`src/rtl/csa_wordserial_adder.sv`:
```
`default_nettype none
// ============================================================================
//  Module   : csa_wordserial_adder (with helper adderblock16bit)
//  Purpose  : Word-serial multi-precision adder. Operand slices arrive LS
//             first on a valid/ready stream, pass through a 16-bit
//             conditional-sum adder with the running carry, and leave
//             through a single output register together with last/carry-out.
//  Options  : CSA_SIGNED_OVF_EN - adds the registered 'ovf' output
//             (two's-complement overflow of the full-width sum).
//  Revision : 1.0 - initial release
// ============================================================================

// 16-bit conditional-sum adder: every block computes its sum for both
// possible carry-ins, and block pairs are merged over four levels.
module adderblock16bit (
  input  logic [15:0] a,
  input  logic [15:0] b,
  input  logic        cin,
  output logic [16:0] sum
);

  function automatic logic [16:0] cond_sum16(input logic [15:0] fa,
                                             input logic [15:0] fb,
                                             input logic        fc);
    logic [15:0] s0, s1, c0, c1;
    logic [15:0] ns0, ns1, nc0, nc1;
    // Level 0: one-bit blocks, sums and carries for carry-in 0 and 1
    s0 = fa ^ fb;
    s1 = ~(fa ^ fb);
    c0 = fa & fb;
    c1 = fa | fb;
    // Levels 1..4: block size 2^k; the low half's carry picks the high half
    for (int k = 1; k <= 4; k++) begin
      ns0 = s0;
      ns1 = s1;
      nc0 = '0;
      nc1 = '0;
      for (int i = 0; i < 16; i++) begin
        if (((i >> (k - 1)) & 1) == 1) begin
          ns0[4'(i)] = c0[4'((i >> k) * 2)] ? s1[4'(i)] : s0[4'(i)];
          ns1[4'(i)] = c1[4'((i >> k) * 2)] ? s1[4'(i)] : s0[4'(i)];
        end
      end
      for (int j = 0; j < (16 >> k); j++) begin
        nc0[4'(j)] = c0[4'(2 * j)] ? c1[4'(2 * j + 1)] : c0[4'(2 * j + 1)];
        nc1[4'(j)] = c1[4'(2 * j)] ? c1[4'(2 * j + 1)] : c0[4'(2 * j + 1)];
      end
      s0 = ns0;
      s1 = ns1;
      c0 = nc0;
      c1 = nc1;
    end
    return fc ? {c1[0], s1} : {c0[0], s0};
  endfunction

  assign sum = cond_sum16(a, b, cin);

endmodule

module csa_wordserial_adder #(
  parameter int WORDS = 4
) (
  input  logic        clk,
  input  logic        rst,
  input  logic        in_valid,
  output logic        in_ready,
  input  logic [15:0] a_word,
  input  logic [15:0] b_word,
  input  logic        cin,
  output logic        out_valid,
  input  logic        out_ready,
  output logic [15:0] sum_word,
  output logic        out_last,
  output logic        cout
`ifdef CSA_SIGNED_OVF_EN
  ,
  output logic        ovf
`endif
);

  localparam int               CNT_W  = (WORDS > 1) ? $clog2(WORDS) : 1;
  localparam logic [CNT_W-1:0] C_LAST = CNT_W'(WORDS - 1);

  localparam logic [0:0] S_IDLE  = 1'b0;  // next slice is slice 0
  localparam logic [0:0] S_ACCUM = 1'b1;  // mid-transaction

  logic [0:0]       r_state;
  logic [0:0]       w_state_next;
  logic [CNT_W-1:0] r_cnt;
  logic             r_carry;
  logic             w_accept;
  logic             w_last;
  logic             w_first;
  logic             w_adder_cin;
  logic [16:0]      w_sum;

  // A new slice may enter whenever the output register is empty or draining
  assign in_ready = !out_valid || out_ready;
  assign w_accept = in_valid && in_ready;
  assign w_last   = (r_cnt == C_LAST);

  // State register
  always_ff @(posedge clk) begin
    if (rst) r_state <= S_IDLE;
    else     r_state <= w_state_next;
  end

  // Next state: leave IDLE on any accept, return after the final slice
  always_comb begin
    w_state_next = r_state;
    if (w_accept) w_state_next = w_last ? S_IDLE : S_ACCUM;
  end

  // State outputs: slice 0 takes the external carry-in, others the running carry
  always_comb begin
    w_first     = (r_state == S_IDLE);
    w_adder_cin = w_first ? cin : r_carry;
  end

  adderblock16bit u_adder (
    .a   (a_word),
    .b   (b_word),
    .cin (w_adder_cin),
    .sum (w_sum)
  );

  // Output register, slice counter and running carry; everything holds on stall
  always_ff @(posedge clk) begin
    if (rst) begin
      out_valid <= 1'b0;
      sum_word  <= '0;
      out_last  <= 1'b0;
      cout      <= 1'b0;
      r_cnt     <= '0;
      r_carry   <= 1'b0;
    end else if (w_accept) begin
      out_valid <= 1'b1;
      sum_word  <= w_sum[15:0];
      out_last  <= w_last;
      cout      <= w_sum[16];
      r_carry   <= w_sum[16];
      r_cnt     <= w_last ? '0 : r_cnt + CNT_W'(1);
    end else if (out_ready) begin
      out_valid <= 1'b0;
    end
  end

`ifdef CSA_SIGNED_OVF_EN
  // Signed overflow of the full-width add, judged on the most significant slice
  always_ff @(posedge clk) begin
    if (rst) begin
      ovf <= 1'b0;
    end else if (w_accept) begin
      ovf <= w_last && (a_word[15] == b_word[15]) && (w_sum[15] != a_word[15]);
    end
  end
`endif

endmodule

`default_nettype wire

```
`config.mk`:
```
export PLATFORM = sky130hd
export DESIGN_NAME = csa_wordserial_adder
export DESIGN_NICKNAME = d
export VERILOG_FILES = /design/src/rtl/csa_wordserial_adder.sv
export SDC_FILE = /design/constraint.sdc
export NUM_CORES = 1
export LEC_CHECK = 0
export CAP_MARGIN = 20
export CORE_MARGIN = 2
export CORE_UTILIZATION = 41
export CTS_CLUSTER_SIZE = 40
export DETAILED_ROUTE_END_ITERATION = 8
export GPL_TIMING_DRIVEN = 0
export PLACE_DENSITY = 0.76
export SLEW_MARGIN = 40
export SYNTH_ARGS = -nofsm -noshare
export SYNTH_HDL_FRONTEND = slang
export SYNTH_SLANG_ARGS = --single-unit
```
`constraint.sdc`:
```
create_clock -name clk -period 2.5 [get_ports clk]
set_input_delay 0.25 -clock clk [delete_from_list [all_inputs] [get_ports clk]]
set_output_delay 0.25 -clock clk [all_outputs]
set_load 0.02 [all_outputs]
```
==> run metrics <==
crit path time final 2.12 ns; Die Ht 63.7 um; GRT Overall Usage 16.7%; Seq cells post-synth 21; startpoint types input port; Int Pwr 621 uW; Max H-tree Level 1; Final Setup Violations 0; syn_nets 232; largest family of logic cells by synthesized area simple AND/OR/NAND/NOR gates; RSZ-0062 raised after global routing false; Post-Synth Adder-Cell Area 12.8%; Synth Instances 180; area post-placement 2070 sq um; Data arrival, critical path 2.35 ns; ant diodes 0; WL/cell 10.6 um; Core Area 3390 sq um; # IOs 57; CTS root buf clkbuf_4; synthesis-to-finish area growth 43.4%; port buffer count 55; fin crit share 84.8%; worst path required time 2.73 ns; post-synthesis mux area share 5.14%; Post-DP HPWL 2.53 mm; max cap viols 0; Nets 292; DP Worst Slack 0.0482 ns; CTS tree built; FP Rows 21; hold crit path type register to register; Netlist cell types 30; Overflow after GRT 0; Slew headroom 56.5%; critical path class input port to register; first-pass GRT wire length 5.42 mm; Synth Area in Compound Gates 10.9%; Num CTS Buffers 3; worst slew pin tran 0.652 ns; clock share of power 18.2%; clk_lat worst skew 0.31 ns; Post-Syn Area 1460 sq um; design area 2100 sq um; Crit. End Element register; final hold vios 0; via count 1331; xor and xnor area share after synthesis 14.4%; Pins Over Slew Limit 0; Fmax 0.472 GHz; power per cell area 432 nW/um^2; Post-Syn Area per Cell 8.12 sq um; Longest Clk Path Bufs 2; die area 4060 sq um; Leak Pwr 0.000889 uW; Comb pwr share 39.5%; VDD IR max 0.206 mV; Placer Congestion 0.718; simple-gate share of the synthesized area 19.5%; Initial Util 43.1%; # Post-CTS Setup Buffers 0; DRT antenna net count 0; first drt pass iteration count 4; Die Wd 63.7 um; initial antenna violation count 0; switching power 284 uW; Fillers 309; largest net degree at the start of global routing 12; Routed WL 3.02 mm; Iteration-0 DRC Markers 46; DR vias/cell 4.67; Synthesis Warnings 0; Max FO, Critical Path 6; sequential share of power 42.3%; final worst slack 0.381 ns; DRC 0; status completed; number of global-route vias before repair 1273; Hold Buf Count CTS 0; post-CTS sizing 0; Clock Skew 0.00517 ns; Clock transition at path regs 0.11 ns; setup TNS 0 ns; CTS Sinks 21; switching part of the total 31.4%; share of post-route cells with drive strength above 1 4.18%; Util after Layout 61.8%; post-synthesis sequential area ratio 28.8%
## per-stage QoR
step / hold slack [ns] / std cells / total power (uW)
6_report: 0.461 / 285 / 905
5_1_grt: 0.476 / 285 / 968
4_1_cts: 0.460 / 285 / 916
3_5_place_dp: 0.448 / 281 / 751
3_3_place_gp: 0.438 / 281 / 743
2_1_floorplan: 0.379 / 180 / 601
## power by group through the flow
stage                     Sequential [uW]  Clock, uW  Combinational (uW)
final                                 383        165                 358
after global routing                  386        186                 396
after CTS                             383        172                 362
after detailed placement              391          0                 360
after global placement                389          0                 354
after floorplan                       421          0                 179
## routing by layer
| layer | wire, um | track usage (%) | up-vias |
|---|---|---|---|
| met5 | 0 | 0 | - |
| met4 | 59 | 7.34 | 0 |
| met3 | 93 | 1.79 | 5 |
| met2 | 1480 | 28.7 | 33 |
| met1 | 1390 | 20.9 | 592 |
| li1 | - | - | 701 |
## final cells by class
cell class	instances	area [sq um]	area share [%]
plain buffers	9	45.0	2.15
clock buffers	4	26.3	1.25
inverters	20	75.1	3.58
multi-input cells	130	921	43.9
flip-flops and latches	21	420	20.1
well taps	46	57.6	2.75
repair buffers	55	551	26.3
## cell usage after synthesis (all sizes together)
| cell type | number | area, sq um |
|---|---|---|
| or2 | 1 | 6.26 |
| ha | 15 | 188 |
| nor3b | 3 | 22.5 |
| conb | 1 | 3.75 |
| mux2 | 1 | 15.0 |
| a211oi | 7 | 57.6 |
| nand3b | 2 | 15.0 |
| a21oi | 15 | 75.1 |
| nand3 | 3 | 15.0 |
| nor3 | 1 | 5.00 |
| or3 | 1 | 6.26 |
| clkbuf | 7 | 26.3 |
| o22ai | 1 | 6.26 |
| nor4 | 1 | 12.5 |
| xor2 | 11 | 96.3 |
| nand2b | 6 | 45.0 |
| buf | 2 | 18.8 |
| nor2 | 12 | 45.0 |
| xnor2 | 13 | 114 |
| mux2i | 6 | 60.1 |
| inv | 20 | 75.1 |
| dfxtp | 21 | 420 |
| nand2 | 22 | 82.6 |
| and2 | 2 | 12.5 |
| o21ai | 4 | 20.0 |
| and3b | 1 | 8.76 |
| nor4b | 1 | 8.76 |
## layout by cell type (no fill, tap or decap), drive strengths merged
master          n
o22ai           1
dfxtp          21
nor4b           1
clkdlybuf4s50  55
xor2           11
nand3b          2
xnor2          13
nand2b          6
mux2            1
clkbuf         11
o21ai           4
a211oi          7
ha             15
nor4            1
or2             1
buf             2
and3b           1
or3             1
and2            2
mux2i           6
nand2          22
nor3            1
nor3b           3
nor2           12
nand3           3
conb            1
inv            20
a21oi          15
## logic make-up (layout without fill, tap and decap cells)
family          Yosys count  count (layout)
fa+ha+maj                15              15
mux                       7               7
buf+inv                  29              88
xor+xnor                 24              24
compound gates           27              27
simple gates             56              56
flops                    21              21
other cells               1               1
## flip-flops by register name (all words and copies together) (netlist names)
register and cells:
r_cnt 2, sum_word 16, r_state 1, out_valid 1
out_last 1
## critical path: stages
cell and delay, ns:
clkdlybuf4s50_1 0.49, inv_1 0.05, ha_1 0.20, and3b_1 0.19, a211oi_2 0.27, a211oi_1 0.07, nand2b_1 0.16, buf_6 0.14
mux2_4 0.30, nor4_2 0.23
## worst paths after layout
check         startpoint     endpoint  slack, ns  cells after the start
min reg2reg  sum_word[9]  sum_word[9]       0.46                      2
max reg2reg      r_state  sum_word[7]       0.63                      7
max            a_word[0]  sum_word[7]       0.38                     10
min          sum_word[9]  sum_word[9]       0.46                      2
Note: power is estimated with default switching activity, not from simulation.
